===== src/rtl/ip_rom_arbiter.sv =====
// ip_rom_arbiter: shares one boot ROM between two read ports, round-robin by default
// or fixed port-0 priority when IP_ROM_ARB_FIXED_PRIORITY_EN is defined.
module ip_rom_arbiter #(
  parameter int ADDR_W  = 10,
  parameter int TIMEOUT = 4
) (
  input  logic              clk,
  input  logic              n_reset,
  input  logic              req0,
  input  logic [ADDR_W-1:0] address0,
  output logic              ack0,
  output logic [7:0]        rdata0,
  input  logic              req1,
  input  logic [ADDR_W-1:0] address1,
  output logic              ack1,
  output logic [7:0]        rdata1,
  output logic              rom_n_cs,
  output logic              rom_n_rd,
  output logic [ADDR_W-1:0] rom_address,
  input  logic [7:0]        rom_rdata,
  input  logic              rom_rdata_en,
  output logic              busy,
  output logic              timeout_err
);
  typedef enum logic [1:0] {IDLE, ISSUE, WAIT, DONE} state_t;
  localparam logic [3:0] LAST = 4'(TIMEOUT - 1);
  state_t     state;
  logic       grant;
  logic       win;
  logic [3:0] cnt;
  logic       fin;
  logic [7:0] dat;
`ifdef IP_ROM_ARB_FIXED_PRIORITY_EN
  assign win = !req0;
`else
  logic last_grant;
  assign win = (req0 && req1) ? !last_grant : req1;
`endif
  // a missing rdata_en after the last allowed WAIT cycle completes with 0xFF
  assign fin = rom_rdata_en || cnt == LAST;
  assign dat = rom_rdata_en ? rom_rdata : 8'hFF;
  always_ff @(posedge clk) begin
    if (!n_reset) begin
      state       <= IDLE;
      grant       <= 1'b0;
      cnt         <= 4'd0;
      ack0        <= 1'b0;
      ack1        <= 1'b0;
      rdata0      <= 8'h00;
      rdata1      <= 8'h00;
      rom_n_cs    <= 1'b1;
      rom_n_rd    <= 1'b1;
      rom_address <= '0;
      busy        <= 1'b0;
      timeout_err <= 1'b0;
`ifndef IP_ROM_ARB_FIXED_PRIORITY_EN
      last_grant  <= 1'b1;
`endif
    end else begin
      ack0 <= 1'b0;
      ack1 <= 1'b0;
      case (state)
        IDLE: if (req0 || req1) begin
          grant       <= win;
`ifndef IP_ROM_ARB_FIXED_PRIORITY_EN
          last_grant  <= win;
`endif
          rom_address <= win ? address1 : address0;
          rom_n_cs    <= 1'b0;
          rom_n_rd    <= 1'b0;
          busy        <= 1'b1;
          state       <= ISSUE;
        end
        ISSUE: begin
          rom_n_cs <= 1'b1;
          rom_n_rd <= 1'b1;
          cnt      <= 4'd0;
          state    <= WAIT;
        end
        WAIT: if (fin) begin
          if (grant) rdata1 <= dat;
          else rdata0 <= dat;
          timeout_err <= timeout_err | !rom_rdata_en;
          ack0        <= !grant;
          ack1        <= grant;
          state       <= DONE;
        end else begin
          cnt <= cnt + 4'd1;
        end
        DONE: begin
          busy  <= 1'b0;
          state <= IDLE;
        end
      endcase
    end
  end
endmodule

===== config.mk =====
export PLATFORM = sky130hd
export DESIGN_NAME = ip_rom_arbiter
export DESIGN_NICKNAME = d
export VERILOG_FILES = /design/src/rtl/ip_rom_arbiter.sv
export SDC_FILE = /design/constraint.sdc
export NUM_CORES = 1
export LEC_CHECK = 0
export ABC_AREA = 1
export BUFFER_PORTS_ARGS = -buffer_cell sky130_fd_sc_hd__buf_2
export CAP_MARGIN = 20
export CORE_MARGIN = 4
export CORE_UTILIZATION = 50
export DETAILED_ROUTE_END_ITERATION = 16
export MAX_ROUTING_LAYER = met4
export PLACE_DENSITY = 0.78
export REMOVE_ABC_BUFFERS = 1
export SETUP_SLACK_MARGIN = 0.2
export SLEW_MARGIN = 20
export SYNTH_ARGS = -nofsm -noshare
export SYNTH_HDL_FRONTEND = slang
export SYNTH_SLANG_ARGS = --single-unit
export TNS_END_PERCENT = 100

===== constraint.sdc =====
create_clock -name clk -period 1.45 [get_ports clk]
set_input_delay 0.29 -clock clk [delete_from_list [all_inputs] [get_ports clk]]
set_output_delay 0.29 -clock clk [all_outputs]
set_load 0.05 [all_outputs]

# --- Yosys cells after proc, flatten, opt, wreduce, memory -nomap -nowiden ---
# Index checks and enable logic that the tools add are counted.
classes:
  n_addsub: 1
  n_eq_ne: 7
  n_mux: 12
  bitwise: 2
  reduce_logical: 19
ops:
  columns: ["op", "n"]
  rows:
  - ["2-bit AND reduction", 6]
  - ["10-bit two-way mux", 1]
  - ["3-bit AND reduction", 3]
  - ["8-bit two-way mux", 1]
  - ["2-bit case mux with 4 select lines", 1]
  - ["4-bit case mux with 2 select lines", 1]
  - ["2-bit != test, second input constant", 3]
  - ["2-bit nonzero test", 3]
  - ["4-bit by 1-bit adder with 4-bit output, second input constant", 1]
  - ["2-bit == test, second input constant", 2]
  - ["4-bit by 2-bit == test with 1-bit output, second input constant", 1]
  - ["2-bit two-way mux", 2]
  - ["4-bit two-way mux", 1]
  - ["1-bit case mux with 2 select lines", 2]
  - ["1-bit zero test", 3]
  - ["1-bit two-way mux", 3]
  - ["2-bit by 1-bit == test with 1-bit output, second input constant", 1]
  - ["2-bit zero test", 1]
  - ["1-bit logical OR", 2]
  - ["1-bit logical AND", 1]
  - ["1-bit inverter", 1]
  - ["1-bit OR", 1]
word_totals:
  regBits: 39
  in_bits: 33
  out_inout_bits: 32
  elab_cells: 53

# --- Logic depth before layout (Yosys ltp) ---
logic_depth:
  word_depth: 4
  depth_mapped: 9
  mapped_depth_nobuf: 8

# --- Worst setup path after synthesis ---
# Ideal clock, no wire load.
synth_path:
  path_kind: "reg2reg"
  from: "register state[0]"
  to: "register busy"
  setup_time_ns: 0.122
  t_arrival_ns: 1.105
  t_required_ns: 1.328
  path_slack_ns: 0.223
  path_stages_with_launch: 8
  n_path_buf: 1
  period_less_slack_ns: 1.227
  cell_sequence: "dfxtp_1 inv_1 ha_1 o21ai_2 inv_2 clkbuf_2 o21ai_0 a21oi_1"
synth_between:
  elab_chain_len: 3
  word_cells_on_any_way: 6
  classes_between: "eq/ne (2); mux (1); reduce/logical (3)"
synth_lines:
  columns: ["element", "line", "rtl"]
  rows:
  - ["from (decl)", "27", "state_t state;"]
  - ["from (signal assigned)", "44", "state <= IDLE;"]
  - ["from (signal assigned)", "72", "state <= ISSUE;"]
  - ["from (signal assigned)", "78", "state <= WAIT;"]
  - ["2-bit == test / 2-bit zero test (equally long branches)", "62", "case (state)"]
  - ["2-bit nonzero test (no line) / 2-bit != test (equally long branches)", null, null]
  - ["2-bit AND reduction (no line)", null, null]
  - ["to (signal assigned)", "54", "busy <= 1'b0;"]
  - ["to (signal assigned)", "71", "busy <= 1'b1;"]
  - ["to (signal assigned)", "91", "busy <= 1'b0;"]
  - ["to (decl)", "22", "output logic busy,"]
# Several ways; a longest one is shown, not always the timed one.
# A chain may end at the register's enable or synchronous reset.

# --- Final worst setup path ---
layout_path:
  from: "register state[1]"
  to: "register rom_address[0]"
layout_between:
  elab_chain_len: 2
layout_lines:
  columns: ["element", "line", "rtl"]
  rows:
  - ["2-bit zero test", "62", null]
  - ["2-bit AND reduction (no line)", null, null]
  - ["to (signal assigned)", "68", "rom_address <= win ? address1 : address0;"]
  - ["to (decl)", "19", "output logic [ADDR_W-1:0] rom_address,"]
# No other way between the ends.

==> metrics.md <==
| Metric | Value |
|---|---|
| Status | complete, no violations |
| Worst-path fanout max | 5 |
| Die X-Extent | about 70 um |
| Post-Place Cells | between 300 and 400 |
| CTS tree | built |
| H-tree levels | 2 |
| Pwr dens | approximately 1900 mW/mm2 |
| TritonCTS Sinks | 39 |
| Finished layout cell area | around 0.0026 mm2 |
| Largest net degree at the start of global routing | 22 |
| Total CTS buffers | 5 |
| Worst path max stage delay | 0.39 ns |
| Area leader, netlist | dfxtp_1 |
| CP Buf/Inv Count | 2 |
| Most frequent cells in the layout | buf_2 (63), inv_1 (54), nand2_1 (40) |
| Clock Latency Late Sink | 0.28 ns |
| FMAX | around 0.8 GHz |
| DR vias/cell | between 4 and 5 |
| Ant diodes | 0 |
| WL/cell | approximately 12 um |
| Commonest non-fill, non-tap cell in the layout | buf_2 |
| Final hold vios | 0 |
| CP arrival | between 1 and 1.5 ns |
| Clk_skew | about 0.0027 ns |
| Std-Cell Core Area | 0.00369 mm2 |
| Rel. slew slack | between 70% and 80% |
| Cell family with most CP delay | flip-flops |
| Fin nets | approximately 370 |
| DRC viols | 0 |
| Layout area overhead | 34.1% |
| Syn Std Cell Area | 0.00191 mm2 |
| Worst path slowest cell | dfxtp_4 |
| Root Buffer Master | clkbuf_8 |
| Filler Cell Count | between 300 and 400 |
| Die ar. | just under 0.005 mm2 |
| Max_cap viols | 0 |
| WHS | 0.249 ns |
| Worst-Margin Slew | roughly 0.41 ns |
| Final RePlAce weighted congestion | 0.784 |
| Multi-input gate area | 893 um2 |
| RSZ-0062 raised after global routing | yes |
| Drt initial violations | 138 |
| Critical path launch point type | register |
| Area fraction of the dominant cell type after synthesis | about 40% |
| Worst hold path type | in2reg |
| Post-synth cell types | 25 |
| Period minus WS final | between 1 and 1.5 ns |
| Die height | approximately 70 um |
| Ys Warns | 0 |
| Placed inst area | roughly 0.0023 mm2 |
| Pre-CTS WS | 0.0947 ns |
| CP endpoint kind | register |
| Cell count after synthesis | ~260 |
| Setup CP Type | reg2reg |
| Synth area leaders | dfxtp_1 (41%), inv_1 (11%), a21oi_1 (8.6%) |
| Vias in the first global route | roughly 1,700 |
| FF/Latch Area | roughly 800 um2 |
| Clock transition at path regs | about 0.070 ns |
| Register area share after synthesis | around two fifths |
| Final setup vio count | 0 |
| Initial antenna violation count | 0 |
| Lkg Pwr | 1.31 nW |
| Overflow left after global routing | 0 |
| Dpl hpwl | between 3000 and 4000 um |
| Ratio of cells with drive above 1 in the final layout | about a third |
| IO Port Bufs | 64 |
| Hold_buf cts | 0 |
| FP Rows | 22 |
| Final Max Tran Viols | 0 |
| Crit path cell chain | inv_4 -> ha_4 -> o21ai_4 -> clkinvlp_4 -> o21ai_2 -> a21oi_1 |
| Clock Path Buffers | 2 |
| Starting Density | roughly half |
| Seq cells post-synth | 39 |
| Routed Antenna Nets | 0 |
| TritonRoute pass-1 iters | 4 |
| Total global-route track usage | 19.1% |
| CP required | ~1.6 ns |
| Finished Layout Cells | about 380 |
| Setup ws final | roughly 0.17 ns |
| Via count | ~1,900 |
| VDD IR max | 0.00144 V |
| Final period util | around nine tenths |
| First-pass GRT wire length | between 7000 and 8000 um |
| WL final | roughly 4600 um |
| Post-Syn Area per Cell | 7.33 um2 |
| Boundary pin count | 65 |
## registers in the layout, summed over array words and instances, names as in the netlist, 2 cells and up
name,flops
rdata0,8
cnt,4
state,2
rdata1,8
rom_address,10
## power breakdown
part / internal [mW] / switching, mW
clock network: 0.434 / 0.366
registers: 1.33 / 0.190
logic: 0.856 / 1.57
total: 2.62 / 2.12
## layer usage
metal,GRT usage (%),vias up,part of all wire (%),wire length (um)
met4,6.38,0,1.2,54
li1,-,969,-,-
met1,23.7,829,44,2010
met5,-,-,0,0
met3,4.32,5,6.9,316
met2,30.7,59,48,2210
## synthesized netlist by cell type
library cell	n
a21oi_1	33
a21oi_2	1
buf_1	1
buf_2	5
buf_4	1
buf_6	2
clkbuf_1	1
clkbuf_2	3
clkbuf_8	1
clkinv_1	1
dfxtp_1	39
ha_1	6
inv_1	56
inv_2	2
nand2_1	41
nand2_2	3
nand2_4	2
nand3_1	8
nand3_4	3
nand3b_1	1
nand4_1	19
nor2_1	8
nor2_2	2
o21ai_0	21
o21ai_2	1
## layout make-up
| type | count | share of cell area (%) |
|---|---|---|
| Multi-Input combinational cell | 149 | 34.8 |
| Clock buffer | 8 | 3.90 |
| Inverter | 59 | 9.07 |
| Timing Repair Buffer | 76 | 18.5 |
| Sequential cell | 39 | 30.7 |
| Timing Repair inverter | 2 | 0.585 |
| Tap cell | 48 | 2.34 |
## worst paths after layout
| check | end | slack (ns) | cells after the start | start |
|---|---|---|---|---|
| min reg2reg | rdata0[2] | 0.44 | 2 | rdata0[2] |
| max | rom_address[0] | 0.17 | 6 | state[1] |
| max reg2reg | rom_address[0] | 0.17 | 6 | state[1] |
| min | rom_address[9] | 0.25 | 3 | address1[9] |
## timing repair
action	4_1_cts	5_1_grt
cloned	3	0
setup endpoints to repair	17	30
pin swaps	1	1
setup buffers	3	3
gates resized for setup	24	15
## tightest hold or removal path, delay by kind of cell
family	cells	cell delay [ns]
buffers and inverters	1	0.09
and+or+nand+nor	1	0.05
AOI/OAI and AO/OA	1	0.05
## stage by stage
stage	setup TNS (ns)	power [mW]	utilization (%)
3_3_place_gp	0	3.37	61.4
3_5_place_dp	0	3.41	61.4
2_1_floorplan	-1.02	2.90	-
6_report	0	4.75	69.5
4_1_cts	0	4.57	67.2
5_1_grt	0	5.03	69.5
## kinds of logic after synthesis
logic type      share of synthesized area (%)
compound gates                           15.0
fa+ha+maj                                3.92
simple gates                             23.9
buf+inv                                  16.3
flops                                    40.8
Note: power is estimated with default switching activity, not from simulation.
